==> config.mk <==
export PLATFORM = sky130hd
export DESIGN_NAME = irq_pending_collector
export DESIGN_NICKNAME = d
export VERILOG_FILES = /design/src/rtl/irq_pending_collector.sv
export SDC_FILE = /design/constraint.sdc
export NUM_CORES = 1
export LEC_CHECK = 0
export ABC_AREA = 0
export BUFFER_PORTS_ARGS = -buffer_cell sky130_fd_sc_hd__buf_2
export CAP_MARGIN = 10
export CORE_MARGIN = 8
export CORE_UTILIZATION = 35
export CTS_CLUSTER_SIZE = 14
export DETAILED_ROUTE_END_ITERATION = 10
export GPL_TIMING_DRIVEN = 1
export PLACE_DENSITY = 0.58
export SLEW_MARGIN = 30
export SYNTH_ARGS = -nofsm -noshare
export SYNTH_HDL_FRONTEND = slang
export SYNTH_SLANG_ARGS = --single-unit
==> constraint.sdc <==
create_clock -name clk -period 4.9 [get_ports clk]
set_clock_uncertainty 0.05 [all_clocks]
set_input_delay 0.98 -clock clk [delete_from_list [all_inputs] [get_ports clk]]
set_output_delay 0.98 -clock clk [all_outputs]
set_load 0.005 [all_outputs]
==> src/rtl/irq_pending_collector.sv <==
// irq_pending_collector
// Front end of the 8-input highest-bit-wins interrupt path. Rising edges on
// req_in are captured into a sticky pending register. The masked view of that
// register is driven to the priority isolator on pending_out. The winning
// channel is locked and offered as a binary id on a valid/ready handshake.
// Acceptance clears the channel's pending bit. Edges that arrive while a
// channel is already pending are counted in a saturating drop counter.

module irq_pending_collector #(
  parameter  int N    = 8,
  parameter  int CNTW = 8,
  localparam int IDW  = $clog2(N)
) (
  input  logic            clk,
  input  logic            rst_n,
  input  logic [N-1:0]    req_in,
  input  logic [N-1:0]    mask,
  output logic [N-1:0]    pending_out,
  output logic            irq_valid,
  output logic [IDW-1:0]  irq_id,
  input  logic            irq_ready,
  output logic [CNTW-1:0] drop_cnt
);

  // Width that can hold a per-cycle drop count from 0 to N.
  localparam int INCW = IDW + 1;
  // Width of the unsaturated drop sum. It cannot overflow before the
  // saturation check is applied.
  localparam int SUMW = CNTW + INCW;

  typedef enum logic {
    IDLE  = 1'b0,
    OFFER = 1'b1
  } state_t;

  // ---------------------------------------------------------------------------
  // State
  // ---------------------------------------------------------------------------
  logic [N-1:0]    req_q,       req_d;
  logic [N-1:0]    pending_q,   pending_d;
  state_t          state_q,     state_d;
  logic            irq_valid_q, irq_valid_d;
  logic [IDW-1:0]  irq_id_q,    irq_id_d;
  logic [CNTW-1:0] drop_cnt_q,  drop_cnt_d;

  // ---------------------------------------------------------------------------
  // Per-channel combinational terms
  // ---------------------------------------------------------------------------
  logic [N-1:0]    rise;        // rising edge seen on req_in this cycle
  logic [N-1:0]    accept_hit;  // channel whose offer is accepted this cycle
  logic [N-1:0]    drop_hit;    // edge lost because channel already pending
  logic            handshake;   // offer accepted this cycle
  logic [INCW-1:0] drop_inc;    // number of edges lost this cycle
  logic [SUMW-1:0] drop_sum;    // unsaturated next drop count
  logic [IDW-1:0]  sel_id;      // highest set bit of pending_out
  logic            any_visible; // something unmasked is pending

  // req_q holds last cycle's request lines. After reset it holds zero, so a
  // line that is already high when reset releases counts as one edge.
  assign req_d     = req_in;
  assign rise      = req_in & ~req_q;
  assign handshake = irq_valid_q & irq_ready;

  // Per-channel pending update. A new edge always sets the bit, even on the
  // channel being accepted, so the request is not lost. The edge only counts
  // as a drop when the bit stays pending and is not consumed this cycle.
  generate
    for (genvar gi = 0; gi < N; gi++) begin : g_chan
      assign accept_hit[gi] = handshake && (irq_id_q == IDW'(gi));
      assign drop_hit[gi]   = rise[gi] & pending_q[gi] & ~accept_hit[gi];
      assign pending_d[gi]  = rise[gi] ? 1'b1
                            : (accept_hit[gi] ? 1'b0 : pending_q[gi]);
    end
  endgenerate

  // Masked view handed to the isolator. It is driven directly from registers
  // so that a reset assertion clears it immediately.
  assign pending_out = pending_q & ~mask;
  assign any_visible = |pending_out;

  // Population count of lost edges this cycle.
  always_comb begin
    drop_inc = '0;
    for (int i = 0; i < N; i++) begin
      drop_inc = drop_inc + INCW'(drop_hit[i]);
    end
  end

  // Saturating accumulate. The counter sticks at all-ones and never wraps.
  always_comb begin
    drop_sum = {{INCW{1'b0}}, drop_cnt_q} + {{CNTW{1'b0}}, drop_inc};
    if (|drop_sum[SUMW-1:CNTW]) begin
      drop_cnt_d = {CNTW{1'b1}};
    end else begin
      drop_cnt_d = drop_sum[CNTW-1:0];
    end
  end

  // Highest-index-wins selection over the unmasked pending bits.
  always_comb begin
    sel_id = '0;
    for (int i = 0; i < N; i++) begin
      if (pending_out[i]) begin
        sel_id = IDW'(i);
      end
    end
  end

  // Offer FSM next-state logic. IDLE loads the winner and raises valid.
  // OFFER holds id/valid stable until acceptance, with no preemption and no
  // withdrawal on mask changes. Acceptance returns to IDLE with valid low,
  // which guarantees a bubble cycle between offers.
  always_comb begin
    state_d     = state_q;
    irq_valid_d = irq_valid_q;
    irq_id_d    = irq_id_q;
    case (state_q)
      IDLE: begin
        if (any_visible) begin
          state_d     = OFFER;
          irq_valid_d = 1'b1;
          irq_id_d    = sel_id;
        end else begin
          irq_valid_d = 1'b0;
        end
      end
      OFFER: begin
        if (irq_ready) begin
          state_d     = IDLE;
          irq_valid_d = 1'b0;
        end
      end
      default: begin
        state_d     = IDLE;
        irq_valid_d = 1'b0;
      end
    endcase
  end

  // All state registers. The asynchronous reset clears everything at once,
  // including any offer in flight.
  always_ff @(posedge clk or negedge rst_n) begin
    if (!rst_n) begin
      req_q       <= '0;
      pending_q   <= '0;
      state_q     <= IDLE;
      irq_valid_q <= 1'b0;
      irq_id_q    <= '0;
      drop_cnt_q  <= '0;
    end else begin
      req_q       <= req_d;
      pending_q   <= pending_d;
      state_q     <= state_d;
      irq_valid_q <= irq_valid_d;
      irq_id_q    <= irq_id_d;
      drop_cnt_q  <= drop_cnt_d;
    end
  end

  assign irq_valid = irq_valid_q;
  assign irq_id    = irq_id_q;
  assign drop_cnt  = drop_cnt_q;

endmodule

==> run metrics, run 1 <==
Pins Over Slew Limit 0; DRC 0; hold buffers post-CTS 0; Synth top area share 0.479; layout cells sized above 1 0.346; Area Overhead vs Synth 25.9%; Antenna Nets Post-Route 0; Most common cell on crit path fa_1; Max Cap Violations 0; Critical Path Max Stage Delay 0.54 ns; Worst Setup End Kind register; row cnt 24; CTS tree yes; Clk Latency, worst-skew pair 0.28 ns; vias in the first global route 1,285; GRT overflow 0; Tmin final 4.72 ns; sw frac 0.385; sequential area share after synthesis 0.479; Filler Cells Inserted 429; Critical Path Start Type primary input; Num CTS Buffers 5; Synth Area per Inst 11.2 um^2; IO Count 39; most frequent cell after synthesis dfrtp_1; Pint 712 uW; max_slew headroom 0.565; Clock Sinks 29; final hold viol count 0; Seq. cell area 726 um^2; Ys Warns 0; post-place setup slack -0.270 ns; Post-Route Utilization 0.448; period utilization 0.963; # H-tree levels 2; Worst VDD drop 0.000335 V; status finished, final reports clean; Pre-Repair DR Iteration Count 4; WL per Instance 14.9 um; starting density of the core 0.356; ranking of synthesized cells by area dfrtp_1, fa_1, nand2b_1; routed vias 1,189; setup ws final 0.179 ns; port buffer count 38; power share of the sequential group 0.339; Post-synth EDFFs 0; crit path capture drop_cnt[0]$_DFF_PN0_; Multi-input gate area 782 um^2; Required @ worst endpoint 5.01 ns; worst-case clock buffer depth 2; power density cells 607 nW/um^2; number of inserted diodes 0; Setup CP Type in -> reg; P_leak 0.901 nW; initial drt markers 39; GRT Total Usage 0.115; Synth top cells by count dfrtp_1, nand2b_1, nand2_1, nor2_1, o21ai_0; CP Max Fanout 4; synth unique cells 37; initial antenna violation count 0; flop2flop setup slack 0.52 ns; first-pass GRT wire length 5840 um; Worst EP arrival 4.83 ns; Post-synth ARST share 1.00; ys flop type dfrtp_1; synthesis-stage register bit count 29; Non-Filler Instances 237; worst hold slack 0.410 ns; HP Class reg -> reg; critical path's slowest cell fa_1; die width 81.8 um; die height 81.8 um; GPL Wtd Cong 0.860; net count of the mapped netlist 166; Worst R2R Path Depth 15; Placeable Area 4260 um^2; Root Driver clkbuf_8; Worst Max-Slew Pin Slew 0.653 ns; setup violators final 0; Vias/cell 5.02; DP HPWL 2790 um; Gate Count Post-Synth 136; placed insts 229; largest area contributor in the netlist dfrtp_1; post-route setup TNS 0 ns; total wire length 3530 um; Psw 446 uW; Mapped Area 1520 um^2; f_max 0.212 GHz; critical path launch point irq_ready; Worst R2R End drop_cnt[0]$_DFF_PN0_; Worst-path clk slew 0.06 ns; largest net degree at the start of global routing 30; Clock power frac 0.170; Layout Nets 215; Logic pwr share 0.491; crit-path cells buf_2, nand3_2, o31ai_4, nor2_1, fa_1, inv_1, fa_1, inv_1, fa_1, fa_2, fa_1, a21o_1, a21oi_2, nor3_1, or2_2; die footprint 6700 um^2; reg2reg start irq_id[2]$_DFFE_PN0P_
routing by layer:
metal	up-vias	GRT usage	routed length (um)	share of wire
li1	573	-	-	-
met1	569	0.131	1500	0.43
met2	40	0.183	1600	0.45
met3	7	0.0470	357	0.10
met4	0	0.0579	64	0.018
met5	-	0	0	0
worst min-delay path by stage:
stage                             from                       end  slack [ns]  depth (start not counted)
detailed placement  req_q[7]$_DFF_PN0_  pending_q[7]$_DFFE_PN0P_        0.41                          1
global route        req_q[7]$_DFF_PN0_  pending_q[7]$_DFFE_PN0P_        0.42                          1
floorplan           req_q[7]$_DFF_PN0_  pending_q[7]$_DFFE_PN0P_        0.38                          1
finish              req_q[7]$_DFF_PN0_  pending_q[7]$_DFFE_PN0P_        0.41                          1
CTS                 req_q[7]$_DFF_PN0_  pending_q[7]$_DFFE_PN0P_        0.42                          1
global placement    req_q[7]$_DFF_PN0_  pending_q[7]$_DFFE_PN0P_        0.39                          1
power groups by stage:
stage                     registers (mW)  logic (mW)  clock network [mW]
after floorplan                    0.381       0.380                   0
after global placement             0.390       0.558                   0
after detailed placement           0.393       0.566                   0
after CTS                          0.388       0.573               0.202
after global routing               0.404       0.646               0.217
final                              0.393       0.568               0.197
cell usage in the layout, fill, tap and decap left out, types with 2 or more instances in the layout:
cell type / count
nand2b_1: 13
ha_1: 6
nand2_1: 10
dfrtp_1: 29
buf_4: 4
o21bai_1: 2
inv_1: 7
a21o_1: 2
mux2_4: 2
buf_2: 38
nor3_1: 3
fa_1: 4
nor2b_4: 2
nand3_1: 3
a21oi_1: 5
or2_2: 2
o21ai_0: 7
nor2b_1: 4
o31ai_1: 3
nor2_1: 9
clkbuf_8: 6
metrics by stage:
step / area, um^2 / power (mW)
floorplan: 1520 / 0.762
global placement: 1790 / 0.948
detailed placement: 1790 / 0.959
CTS: 1880 / 1.16
global route: 1910 / 1.27
finish: 1910 / 1.16
cell type report:
cell class                 count  share of cell area
tap                           52              0.0341
inverter                       8              0.0157
clock buffer                   7              0.0452
multi-input combinational     99               0.410
sequential                    29               0.380
timing repair buffer          42               0.115
flip-flops by register name, summed over array words and instances (netlist names):
name	cells
drop_cnt	8
pending_q	8
req_q	8
irq_id	3
irq_valid	1
state_q	1
critical path: cells and delay by family:
| kind | cells | cell delay [ns] |
|---|---|---|
| compound gates | 3 | 0.66 |
| simple gates | 4 | 0.62 |
| fa+ha+maj | 5 | 2.36 |
| buf+inv | 3 | 0.22 |
logic make-up (layout without fill, tap and decap cells):
group           count (synthesis)  count (layout)  share of synthesized area
simple gates                   52              52                      0.200
compound gates                 30              30                      0.141
flops                          29              29                      0.479
fa+ha+maj                      11              11                      0.116
buf+inv                         8              57                     0.0198
mux                             4               4                     0.0338
xor+xnor                        2               2                     0.0116
repair_timing:
item                       in CTS  in global routing
setup buffers                   0                  1
setup endpoints to repair       0                  7
gates resized for setup         0                  5
(Power assumes the default switching activity.)
==> inputs of run 2 (changes only) <==
--- a/config.mk
+++ b/config.mk
@@ -13,6 +13,7 @@
 export CTS_CLUSTER_SIZE = 14
 export DETAILED_ROUTE_END_ITERATION = 10
 export GPL_TIMING_DRIVEN = 1
+export MAX_ROUTING_LAYER = met4
 export PLACE_DENSITY = 0.58
 export SLEW_MARGIN = 30
 export SYNTH_ARGS = -nofsm -noshare
==> constraint.sdc (replaced) <==
create_clock -name clk -period 5.18 [get_ports clk]
set_clock_uncertainty 0.05 [all_clocks]
set_input_delay 1.036 -clock clk [delete_from_list [all_inputs] [get_ports clk]]
set_output_delay 1.036 -clock clk [all_outputs]
set_load 0.005 [all_outputs]
==> run 2 against run 1 <==
Against the previous run: sequential power shrank 6.6%; power decreased by 6.1%; cell area is 1.1% lower; global-route usage down 0.42 points; register-to-register slack improved by 0.16 ns; sequential cell count did not move; clock power is 3% higher; cell count down 0.42%; die area unchanged; routed wire length is 4.8% lower; critical path depth is the same; worst hold slack improved by 0.0088 ns; critical path type unchanged; highest routed layer unchanged.
==> run metrics, run 2 (same netlist as run 1, synthesis figures left out) <==
PostCTS Resize Cnt 0; Post-CTS Setup Inserts 0; post-place setup slack -0.0377 ns; Critical Path Start Type primary input; Pins Over Slew Limit 0; max_slew headroom 0.568; starting density of the core 0.356; commonest non-fill, non-tap cell in the layout buf_2; initial antenna violation count 0; Filler Cells Inserted 424; Worst-path clk slew 0.06 ns; setup ws final 0.276 ns; HP Class reg -> reg; Num CTS Buffers 5; port buffer count 38; most frequent cells in the layout buf_2, dfrtp_1, nand2b_1; total wire length 3360 um; power share of the sequential group 0.337; status finished, final reports clean; period utilization 0.947; DP HPWL 2720 um; # H-tree levels 2; Worst Setup End Kind register; initial drt markers 49; DRC 0; largest net degree at the start of global routing 30; Placeable Area 4260 um^2; RSZ-0062 raised after global routing false; Clock Sinks 29; Worst VDD drop 0.000276 V; power density cells 576 nW/um^2; Psw 409 uW; Post-Route Utilization 0.443; number of inserted diodes 0; critical path's slowest cell fa_1; f_max 0.204 GHz; Critical Path Max Stage Delay 0.53 ns; Area Overhead vs Synth 24.5%; Worst Max-Slew Pin Slew 0.649 ns; Worst R2R Path Depth 15; Clk Latency, worst-skew pair 0.28 ns; die height 81.8 um; WL per Instance 14.2 um; Pint 679 uW; Setup CP Type in -> reg; die width 81.8 um; routed vias 1,156; Worst R2R End drop_cnt[1]$_DFF_PN0_; crit path capture drop_cnt[1]$_DFF_PN0_; flop2flop setup slack 0.68 ns; GPL Wtd Cong 0.881; Logic pwr share 0.477; Antenna Nets Post-Route 0; first-pass GRT wire length 5570 um; IO Count 39; placed insts 228; hold buffers post-CTS 0; Most common cell on crit path fa_1; CTS tree yes; Required @ worst endpoint 5.29 ns; Clock power frac 0.185; Layout Nets 213; Vias/cell 4.90; CP Max Fanout 4; crit-path cells buf_2, nand3_1, o31ai_1, nor2_1, fa_1, inv_1, fa_1, inv_1, fa_1, fa_1, fa_1, a21o_1, a21oi_2, nor3_1, or2_2; die footprint 6700 um^2; Tmin final 4.90 ns; post-route setup TNS 0 ns; GRT overflow 0; setup violators final 0; GRT Total Usage 0.111; Overall Power 1.09 mW; final hold viol count 0; sw frac 0.376; Worst EP arrival 5.02 ns; layout cells sized above 1 0.332; critical path launch point irq_ready; worst-case clock buffer depth 2; Root Driver clkbuf_8; vias in the first global route 1,197; row cnt 24; reg2reg start irq_id[2]$_DFFE_PN0P_; Pre-Repair DR Iteration Count 4; Non-Filler Instances 236; P_leak 0.899 nW; Max Cap Violations 0
==> run 2: area by class of cell <==
type                    instances  area (um^2)  area share
well taps                      52         65.1      0.0345
multi-input cells              99          761       0.403
flip-flops and latches         29          726       0.384
inverters                       8         30.0      0.0159
clock buffers                   7         96.3      0.0510
repair buffers                 40          205       0.109
clock inverters                 1         5.00     0.00265
==> run 2: critical path, delay by kind of cell <==
kind                       cells  cell delay [ns]
AOI/OAI and AO/OA              3             0.71
adders and majority gates      5             2.42
buffers and inverters          3             0.21
and+or+nand+nor                4             0.65
==> run 2: layer usage <==
layer,share of wire,wire (um),global-route usage,vias to the layer above
li1,-,-,-,566
met1,0.44,1470,0.130,549
met2,0.45,1530,0.171,35
met3,0.093,311,0.0383,6
met4,0.015,51,0.0421,0
met5,0,0,-,-
==> run 2: worst min-delay path by stage <==
stage / endpoint / depth (start not counted) / slack (ns) / from
6_report: pending_q[7]$_DFFE_PN0P_ / 1 / 0.42 / req_q[7]$_DFF_PN0_
5_1_grt: pending_q[7]$_DFFE_PN0P_ / 1 / 0.44 / req_q[7]$_DFF_PN0_
4_1_cts: pending_q[7]$_DFFE_PN0P_ / 1 / 0.42 / req_q[7]$_DFF_PN0_
3_5_place_dp: pending_q[7]$_DFFE_PN0P_ / 1 / 0.41 / req_q[7]$_DFF_PN0_
3_3_place_gp: pending_q[7]$_DFFE_PN0P_ / 1 / 0.39 / req_q[7]$_DFF_PN0_
2_1_floorplan: pending_q[7]$_DFFE_PN0P_ / 1 / 0.38 / req_q[7]$_DFF_PN0_
==> run 2: stage by stage <==
stage	area, um^2	hold slack [ns]
global route	1890	0.436
CTS	1890	0.418
global placement	1790	0.393
finish	1890	0.419
floorplan	1520	0.379
detailed placement	1790	0.408
==> run 2: power groups by stage <==
stage / registers, mW / logic [mW] / clock network [mW]
global route: 0.377 / 0.600 / 0.219
floorplan: 0.361 / 0.360 / 0
global placement: 0.369 / 0.520 / 0
detailed placement: 0.370 / 0.529 / 0
finish: 0.367 / 0.519 / 0.202
CTS: 0.367 / 0.532 / 0.210
